## config.mk

```make
export PLATFORM = sky130hd
export DESIGN_NAME = sipo_capture_ctrl
export DESIGN_NICKNAME = d
export VERILOG_FILES = /design/src/rtl/sipo_capture_pkg.sv /design/src/rtl/sipo_shift_en.sv /design/src/rtl/sipo_capture_ctrl.sv
export SDC_FILE = /design/constraint.sdc
export NUM_CORES = 1
export LEC_CHECK = 0
export BUFFER_PORTS_ARGS = -buffer_cell sky130_fd_sc_hd__buf_2
export CAP_MARGIN = 30
export CORE_AREA = 5 5 42 44
export DETAILED_ROUTE_END_ITERATION = 10
export DIE_AREA = 0 0 47 49
export SLEW_MARGIN = 15
export SYNTH_ARGS = -nofsm -noshare
export SYNTH_HDL_FRONTEND = slang
export SYNTH_SLANG_ARGS = --single-unit
export TNS_END_PERCENT = 30
```

## constraint.sdc

```tcl
create_clock -name clk -period 1.8 [get_ports clk]
set_clock_uncertainty 0.15 [all_clocks]
set_input_delay 0.27 -clock clk [delete_from_list [all_inputs] [get_ports clk]]
set_output_delay 0.27 -clock clk [all_outputs]
set_load 0.005 [all_outputs]
```

## src/rtl/sipo_capture_pkg.sv

```systemverilog
// Shared types and defaults for the serial-to-parallel capture controller.
package sipo_capture_pkg;

  typedef enum logic {
    IDLE  = 1'b0,
    SHIFT = 1'b1
  } cap_state_t;

  localparam int DEF_WIDTH = 4;

endpackage

```

## src/rtl/sipo_shift_en.sv

```systemverilog
// Enabled left-shift register; the serial bit enters the LSB so the first
// bit received ends up in the MSB. Exposes its next value for same-edge capture.
module sipo_shift_en
  import sipo_capture_pkg::*;
#(
  parameter int WIDTH = DEF_WIDTH
) (
  input  logic             clk,
  input  logic             rst,
  input  logic             en,
  input  logic             din,
  output logic [WIDTH-1:0] data_next
);

  logic [WIDTH-1:0] data_q;
  logic [WIDTH-1:0] data_d;

  // Next shifter contents: shift in din only while enabled.
  always_comb begin
    data_d = data_q;
    if (en) begin
      data_d = {data_q[WIDTH-2:0], din};
    end else begin
      data_d = data_q;
    end
  end

  // Shifter storage with asynchronous active-low reset.
  always_ff @(posedge clk or negedge rst) begin
    if (!rst) begin
      data_q <= {WIDTH{1'b0}};
    end else begin
      data_q <= data_d;
    end
  end

  assign data_next = data_d;

endmodule

```

## src/rtl/sipo_capture_ctrl.sv

```systemverilog
// Sequences a SIPO shifter to capture WIDTH-bit words and hands them to a
// consumer over valid/ready, flagging words dropped under back-pressure.
module sipo_capture_ctrl
  import sipo_capture_pkg::*;
#(
  parameter int WIDTH = DEF_WIDTH
) (
  input  logic             clk,
  input  logic             rst,
  input  logic             start,
  input  logic             din,
  input  logic             clr_err,
  input  logic             ready,
  output logic             busy,
  output logic [WIDTH-1:0] word_out,
  output logic             valid,
  output logic             overrun
);

  localparam int            CW       = $clog2(WIDTH);
  localparam logic [CW-1:0] LAST_BIT = CW'(WIDTH - 1);
  localparam logic [CW-1:0] CNT_ONE  = CW'(1);

  cap_state_t       state_q, state_d;
  logic [CW-1:0]    cnt_q, cnt_d;
  logic             busy_q, busy_d;
  logic [WIDTH-1:0] word_q, word_d;
  logic             valid_q, valid_d;
  logic             ovr_q, ovr_d;

  logic             shift_en_s;
  logic             done_s;
  logic             xfer_s;
  logic             load_s;
  logic             drop_s;
  logic [WIDTH-1:0] shift_next_s;

  assign shift_en_s = (state_q == SHIFT);

  sipo_shift_en #(
    .WIDTH(WIDTH)
  ) u_shift (
    .clk      (clk),
    .rst      (rst),
    .en       (shift_en_s),
    .din      (din),
    .data_next(shift_next_s)
  );

  // Capture FSM: next state, bit counter and final-bit detection.
  always_comb begin
    state_d = state_q;
    cnt_d   = cnt_q;
    done_s  = 1'b0;
    case (state_q)
      IDLE: begin
        if (start) begin
          state_d = SHIFT;
          cnt_d   = {CW{1'b0}};
        end else begin
          state_d = IDLE;
        end
      end
      SHIFT: begin
        if (cnt_q == LAST_BIT) begin
          // Final bit; a start seen here chains straight into the next word.
          done_s  = 1'b1;
          cnt_d   = {CW{1'b0}};
          state_d = start ? SHIFT : IDLE;
        end else begin
          cnt_d = cnt_q + CNT_ONE;
        end
      end
      default: begin
        state_d = IDLE;
        cnt_d   = {CW{1'b0}};
      end
    endcase
  end

  // Output register handshake: load, hold, drop and sticky overrun.
  always_comb begin
    xfer_s  = valid_q & ready;
    load_s  = done_s & (~valid_q | ready);
    drop_s  = done_s & valid_q & ~ready;
    word_d  = word_q;
    valid_d = valid_q;
    ovr_d   = ovr_q;
    busy_d  = (state_d == SHIFT);
    if (load_s) begin
      word_d  = shift_next_s;
      valid_d = 1'b1;
    end else if (xfer_s) begin
      valid_d = 1'b0;
    end else begin
      valid_d = valid_q;
    end
    // Setting wins over clearing when both happen on one edge.
    if (drop_s) begin
      ovr_d = 1'b1;
    end else if (clr_err) begin
      ovr_d = 1'b0;
    end else begin
      ovr_d = ovr_q;
    end
  end

  // State and output registers with asynchronous active-low reset.
  always_ff @(posedge clk or negedge rst) begin
    if (!rst) begin
      state_q <= IDLE;
      cnt_q   <= {CW{1'b0}};
      busy_q  <= 1'b0;
      word_q  <= {WIDTH{1'b0}};
      valid_q <= 1'b0;
      ovr_q   <= 1'b0;
    end else begin
      state_q <= state_d;
      cnt_q   <= cnt_d;
      busy_q  <= busy_d;
      word_q  <= word_d;
      valid_q <= valid_d;
      ovr_q   <= ovr_d;
    end
  end

  assign busy     = busy_q;
  assign word_out = word_q;
  assign valid    = valid_q;
  assign overrun  = ovr_q;

endmodule

```

==> results.cfg <==
[timing]
fin_crit_sh = 0.871
relSlewSlack = 0.755
max_slew.worst_pin.slew_ps = 367
fmax_mhz = 638
final_hold_viol_count = 0
finalSetupTns_ps = 0
finalSetupViolCount = 0
rsz0062_at_grt = no
period_needed_ps = 1570
slew_violations = 0

[setup_path]
critPathMaxFanout = 10
critical_path.top_delay_family = flip-flops
r2r.worst_path.cells = 3
max_stage_delay_ps = 570
reg2reg_slack_ps = 230
end_kind = register
critPathRequiredTime_ps = 1810
r2r_start = busy$_DFF_PN0_
crit_path_cell_trace = nand2_1 > nor2b_4 > mux2_4
timing_worst_setup_path_type = register to register
crit_slowest_cell = dfrtp_1
arrival_ps = 1580
cp_num_buf_inv = 0
critical_path.startpoint_type = register
worst_r2r_endpoint = word_out[1]$_DFFE_PN0P_

[route]
drt-wirelength-per-cell_um = 13.1
highest_layer = met3
antenna_left = 0
viasPerCell = 4.52
wl_um = 876
met3_length_um = 74
met2_length_um = 320
drt-initial-drc-count = 6
drc = 0
wl_met1_um = 482
num_vias = 303
first_pass_iters = 3

[yosys]
synth_flop_cell = dfrtp_1
synth_edf_count = 0
synth-seq-cells = 13
synth_top_cell_by_area = dfrtp_1
synth_fp_nets = 42
synth_cell_types = 12
syn_inst = 35
seq_area_frac_synth = 0.595
async_reset_ff_frac = 1.00
ys_top_cells_by_count = dfrtp_1 (13), mux2_4 (8), nand2b_1 (3)
netlist.area_leader.share = 0.595
yosysMostFrequentCell = dfrtp_1
syn_area_um2 = 547
synthTopCellsByArea = dfrtp_1 (59%), mux2_4 (22%), nand2b_1 (3.4%)
yosys_warnings = 0
avgSynthCellArea_um2 = 15.6

[placed_design]
hpwl_um = 672
dp_cells = 62
gp_congestion = 0.686
io_buffer_count = 12

[clock_network]
htreeDepth = 1
cts_setup_buffers = 0
cts_hold_buf = 1
cts_tree = built
numCtsBuffers = 3
clk_path_buf_depth = 2
cts.sinks = 13
cts_resized = 0
worstSkewPairLatency_ps = 270
cts-root-buf = clkbuf_4
clk_pin_slew_ps = 80

[run]
max-cap-violations = 0

[grt]
grt_pass1_vias = 299
grt_pass1_wl_um = 1370
track_usage = 0.0879
grt_max_degree = 14
grt_overflow = 0
antenna_found_initial = 0

[layout]
final_cells = 67
drive_above_1_share = 0.490
fill_cells = 135
syn2layout_area_growth_pct = 19.2
antenna_cells = 0
seq_area_um2 = 325
nets = 59
multi_input_area_um2 = 206

[hold_path]
hold_path.class = input pin to register
worstHoldStart = clr_err
min_to = overrun$_DFFE_PN0P_
whs_path_depth = 2

[outcome]
status = completed

[floorplanning]
core_area_um2 = 1400
rows = 14
pin_count = 13
dieHeight_um = 49
dieArea_um2 = 2300
initial_core_util = 0.390
die_x_um = 47

[power]
vdd_drop_max_mv = 0.758
p_per_area_nw_per_um2 = 1720
total_power_w = 0.00112
leakage_nw = 0.334
-- cell type report --
type	instances	share of cell area
repair buffers	13	0.107
flip-flops and latches	13	0.499
well taps	16	0.0307
multi-input cells	20	0.317
inverters	1	0.00576
clock buffers	4	0.0403
-- worst max-delay path by stage --
stage,start,endpoint,slack [ps],depth (start not counted)
2_1_floorplan,cnt_q[0]$_DFFE_PN0P_,word_out[0]$_DFFE_PN0P_,430,4
3_3_place_gp,busy$_DFF_PN0_,word_out[1]$_DFFE_PN0P_,270,3
3_5_place_dp,busy$_DFF_PN0_,word_out[1]$_DFFE_PN0P_,240,3
4_1_cts,busy$_DFF_PN0_,word_out[1]$_DFFE_PN0P_,220,3
5_1_grt,busy$_DFF_PN0_,word_out[1]$_DFFE_PN0P_,150,3
6_report,busy$_DFF_PN0_,word_out[1]$_DFFE_PN0P_,230,3
-- power breakdown --
| group | internal, W | switching [W] |
|---|---|---|
| Clock | 0.0000858 | 0.0000905 |
| Sequential | 0.000423 | 0.0000894 |
| Combinational | 0.000283 | 0.000150 |
-- per-stage QoR --
| step | hold WS [ps] | instance area, um^2 | utilization | setup WS (ps) |
|---|---|---|---|---|
| after global routing | 36.2 | 652 | 0.465 | 155 |
| after floorplan | -176 | 547 | - | 430 |
| after global placement | 16.4 | 616 | 0.439 | 269 |
| final | 37.1 | 652 | 0.465 | 232 |
| after CTS | 39.7 | 652 | 0.465 | 222 |
| after detailed placement | 18.7 | 616 | 0.439 | 242 |
-- state kept, by name, summed over array words and instances, names as in the netlist --
name	flops
u_shift.data_q	4
word_out	4
cnt_q	2
busy	1
overrun	1
valid	1
-- layer usage --
metal  track usage  vias up
li1              -      152
met1         0.134      138
met2        0.0995       13
met3        0.0443        0
met4        0.0415        0
met5             0        -
-- logic make-up after synthesis --
kind of cell | share of synthesized area
buf+inv | 0.0275
mux | 0.220
flops | 0.595
simple gates | 0.0938
compound gates | 0.0412
fa+ha+maj | 0.0229
-- placed cells by master (no fill, tap or decap), drive strengths merged --
master | Yosys | layout
a22o | 1 | 1
buf | 1 | 12
clkbuf | 0 | 4
dfrtp | 13 | 13
dlygate4sd3 | 0 | 1
ha | 1 | 1
inv | 1 | 1
mux2 | 8 | 8
nand2 | 2 | 2
nand2b | 3 | 3
nor2 | 1 | 1
nor2b | 1 | 1
o22ai | 2 | 2
or2b | 1 | 1
Power figures use the tool's default switching activity.
